**src/rtl/alu_op_issuer.sv**
```systemverilog
// alu_op_issuer: buffers ALU requests in a FIFO, drives the ALU operands and returns results over valid/ready.
module alu_op_issuer #(
  parameter int DEPTH   = 2,
  parameter int ALU_LAT = 0,
  parameter int TAG_W   = 4
) (
  input  logic             clk,
  input  logic             rst,
  input  logic             req_valid,
  output logic             req_ready,
  input  logic [31:0]      req_a,
  input  logic [31:0]      req_b,
  input  logic             req_op,
  input  logic [TAG_W-1:0] req_tag,
  output logic [31:0]      alu_in0,
  output logic [31:0]      alu_in1,
  output logic             alu_sel,
  input  logic [31:0]      alu_out,
  output logic             rsp_valid,
  input  logic             rsp_ready,
  output logic [31:0]      rsp_data,
  output logic             rsp_eq,
  output logic [TAG_W-1:0] rsp_tag,
  output logic             busy
);
  localparam int AW = DEPTH > 1 ? $clog2(DEPTH) : 1;
  localparam int CW = ALU_LAT > 0 ? $clog2(ALU_LAT + 1) : 1;
  localparam logic [1:0] IDLE = 2'd0, DRIVE = 2'd1, RESP = 2'd2;
  logic [31:0]      fa [DEPTH];
  logic [31:0]      fb [DEPTH];
  logic             fo [DEPTH];
  logic [TAG_W-1:0] ft [DEPTH];
  logic [AW-1:0]    wp, rp;
  logic [AW:0]      count;
  logic [1:0]       state;
  logic [CW-1:0]    cnt;
  logic [TAG_W-1:0] cur_tag;
  logic             push, pop, empty;
  assign empty     = count == '0;
  assign req_ready = count != (AW+1)'(DEPTH);
  assign push      = req_valid && req_ready;
  // The head is taken either from idle or straight out of a completed handshake, so no idle cycle separates queued ops.
  assign pop       = !empty && (state == IDLE || (state == RESP && rsp_ready));
  assign busy      = !empty || state != IDLE;
  always_ff @(posedge clk) begin
    if (push) begin
      fa[wp] <= req_a;
      fb[wp] <= req_b;
      fo[wp] <= req_op;
      ft[wp] <= req_tag;
    end
  end
  always_ff @(posedge clk) begin
    if (rst) begin
      wp        <= '0;
      rp        <= '0;
      count     <= '0;
      state     <= IDLE;
      cnt       <= '0;
      cur_tag   <= '0;
      alu_in0   <= '0;
      alu_in1   <= '0;
      alu_sel   <= 1'b0;
      rsp_valid <= 1'b0;
      rsp_data  <= '0;
      rsp_eq    <= 1'b0;
      rsp_tag   <= '0;
    end else begin
      if (push) wp <= wp + 1'b1;
      if (pop) rp <= rp + 1'b1;
      count <= count + (AW+1)'(push) - (AW+1)'(pop);
      if (state == DRIVE) begin
        if (cnt == CW'(ALU_LAT)) begin
          rsp_data  <= alu_out;
          rsp_eq    <= !alu_sel && alu_out[0];
          rsp_tag   <= cur_tag;
          rsp_valid <= 1'b1;
          state     <= RESP;
        end else cnt <= cnt + 1'b1;
      end
      if (state == RESP && rsp_ready) begin
        rsp_valid <= 1'b0;
        if (!pop) state <= IDLE;
      end
      if (pop) begin
        alu_in0 <= fa[rp];
        alu_in1 <= fb[rp];
        alu_sel <= fo[rp];
        cur_tag <= ft[rp];
        cnt     <= '0;
        state   <= DRIVE;
      end
    end
  end
endmodule

```
**config.mk**
```make
export PLATFORM = sky130hd
export DESIGN_NAME = alu_op_issuer
export DESIGN_NICKNAME = d
export VERILOG_FILES = /design/src/rtl/alu_op_issuer.sv
export SDC_FILE = /design/constraint.sdc
export NUM_CORES = 1
export LEC_CHECK = 0
export ABC_AREA = 0
export BUFFER_PORTS_ARGS = -buffer_cell sky130_fd_sc_hd__clkbuf_2
export CELL_PAD_IN_SITES_DETAIL_PLACEMENT = 0
export CELL_PAD_IN_SITES_GLOBAL_PLACEMENT = 1
export CORE_UTILIZATION = 44
export DETAILED_ROUTE_END_ITERATION = 10
export GPL_TIMING_DRIVEN = 0
export PLACE_DENSITY = 0.85
export SYNTH_ARGS = -nofsm -noshare
export SYNTH_HDL_FRONTEND = slang
export SYNTH_SLANG_ARGS = --single-unit
```
**constraint.sdc**
```tcl
create_clock -name clk -period 3.67 [get_ports clk]
set_clock_uncertainty 0.2 [all_clocks]
set_input_delay 0.5505 -clock clk [delete_from_list [all_inputs] [get_ports clk]]
set_output_delay 0.5505 -clock clk [all_outputs]
set_load 0.01 [all_outputs]
```
==> metrics <==
NetSw=0.00333 W; most frequent cell after synthesis=edfxtp_1; Finish-stage setup viols=0; WL/cell=~17 µm; Flop pwr share=40.1%; Starting Density=44.8%; # H-tree levels=1; Die Height=about 150 µm; Synth area leaders=edfxtp_1, dfxtp_1, a211oi_2; Tot Pwr=roughly 0.01 W; largest area contributor in the netlist=edfxtp_1; Hold Startpoint=req_b[29]; sequential-to-total area share from yosys stat=~65%; power density over the cells=792 nW/µm²; final max-slew violation count=0; worst setup path start=count[1]; VDD IR max=between 0.0005 and 0.0006 V; worst-margin pin slew=roughly 0.84 ns; DR iter-0 viols=253; post_cts resized=0; Commonest cells post-synth=edfxtp_1, dfxtp_1, nand2_1; buffers and inverters on the worst path=2; status=finished clean; later-pin clock latency in the skew report=0.54 ns; first-pass GRT wire length=about 34,000 µm; crit path capture type=primary output; Hold-fix buffers, CTS=between 50 and 60; Internal Pwr Total=approximately 0.0067 W; clock share of power=26.2%; die width=between 150 and 200 µm; row count=54; Hold/Removal Path Class=in -> reg; Met2 Wirelength=11,000 µm; ys flop type=edfxtp_1; switching share of power=33.2%; CP max FO=10; Yosys top cell area share=between 40 and 50%; Max Cap Violations=0; syn_nets=~840; RSZ-0062 raised after global routing=false; IO Count=between 200 and 250; grt ovf=0; hold_ws=0.0156 ns; EDFF count, synth=about 140; Max Freq=0.337 GHz; CP Data Required Time=between 2 and 3 ns; crit-path cells=nor2_1 > clkbuf_1 > nand2_1 > clkbuf_2; final net count=around 1,100; Min Clock Period, post-route=about 3 ns; largest net degree at the start of global routing=between 60 and 70; ANT nets after route=0; ys async rst share=0%; All-Layer GR Usage=a little under a fifth; post-route cell area=approximately 13,000 µm²; kind of critical path=reg -> out; synthesis-to-layout area growth=29.4%; Worst setup SP type=flop; Post-CTS Setup Bufs=0; full die area=approximately 23,000 µm²; Vias=6,606; Core Box Area=roughly 22,000 µm²; power share of the combinational group=approximately a third; WP data arrival=2.22 ns; CTS root buffer=clkbuf_16; Crit-path slowest cell=nor2_1; Largest stage delay, worst path=between 0.6 and 0.7 ns; Hold Vio Cnt, Final=0; Sink Count=251; routed metal-1 wire length=9330 µm; Final Wtd Congestion=a little over 0.7; top layer in use=met4; routed wire length=roughly 22,000 µm; Placement Setup Slack=about 0.90 ns; number of global-route vias before repair=6,603; TritonCTS clock tree=yes; #FFs+latches synth=251; Setup TNS=0 ns; Setup WS post-layout=between 0.7 and 0.8 ns; Fillers=about 1,800; DRT Pass-1 Iters=4; synthesized area=9790 µm²; Mean Syn Cell Area=roughly 13 µm²; Slew Limit Headroom=a little over two fifths; synthesized instance count=between 700 and 800; Cell Area, Placed=11,200 µm²; Residual DRC=0; Antenna Cells=0; fin crit share=between 80 and 90%; Port Buf Inserts=208; Netlist cell types=29; hpwl dp=between 10,000 and 15,000 µm; critical path's top delay family=simple AND/OR/NAND/NOR gates; DR vias/cell=a little under 5; Leak=just under 5 nW; number of buffers created by CTS=27; layout cells sized above 1=34.1%; routed wl met3=~1000 µm; clk buf depth=3; clk slew on worst S/H paths=around 0.06 ns; initial antenna violation count=0; Synthesis Warnings=0; worst r2r src=count[1]
==> routing by layer <==
metal	vias up	GRT usage, %
met5	-	0
met4	0	6.75
li1	3253	-
met1	3140	23.9
met2	175	33.1
met3	38	2.92
==> cell type report <==
type | instances | area (µm²) | area share, %
clock buffer | 39 | 741 | 5.85
clock inverter | 11 | 120 | 0.949
multi-input combinational | 349 | 2740 | 21.7
buffer | 60 | 373 | 2.94
sequential | 251 | 6410 | 50.6
inverter | 72 | 273 | 2.15
tap | 280 | 350 | 2.77
timing repair buffer | 266 | 1660 | 13.1
==> power groups by stage <==
stage	Combinational (W)	Sequential, W	Clock [W]
2_1_floorplan	0.00208	0.00424	0
3_5_place_dp	0.00336	0.00409	0
3_3_place_gp	0.00328	0.00409	0
4_1_cts	0.00342	0.00404	0.00268
6_report	0.00338	0.00403	0.00263
5_1_grt	0.00370	0.00411	0.00278
==> state kept, by name, summed over array words and instances, names as in the netlist <==
register   flops
alu_sel        1
rsp_eq         1
rp             1
alu_in1       32
cur_tag        4
wp             1
state          2
fo             2
rsp_tag        4
alu_in0       32
fa            64
rsp_valid      1
ft             8
count          2
rsp_data      32
fb            64
==> cell families after synthesis <==
group | synth area share, %
simple gates | 8.60
xor+xnor | 0.0895
compound gates | 11.0
fa+ha+maj | 0.256
mux | 8.05
flops | 65.5
buf+inv | 6.57
==> per-stage QoR <==
step | utilization, % | std cells
floorplan | - | 732
global placement | 51.2 | 1220
detailed placement | 51.5 | 1222
CTS | 58.0 | 1327
global route | 58.0 | 1328
finish | 58.0 | 1328
==> cell usage in the layout (no fill, tap or decap), types with 27 or more instances in the layout <==
master	instances
clkbuf_2	208
edfxtp_1	138
dfxtp_1	113
nand2_1	77
inv_1	70
nor4_1	69
a211oi_2	69
dlygate4sd3_1	56
mux2_1	53
clkbuf_1	50
a21oi_1	40
clkbuf_16	27
==> path summary, 6_finish.rpt <==
path / slack (ns) / cells after the start / to
max: 0.70 / 4 / busy
min: 0.02 / 1 / fb[1][29]
max reg2reg: 0.96 / 10 / count[1]
min reg2reg: 0.25 / 2 / rsp_data[22]
(Power assumes the default switching activity.)
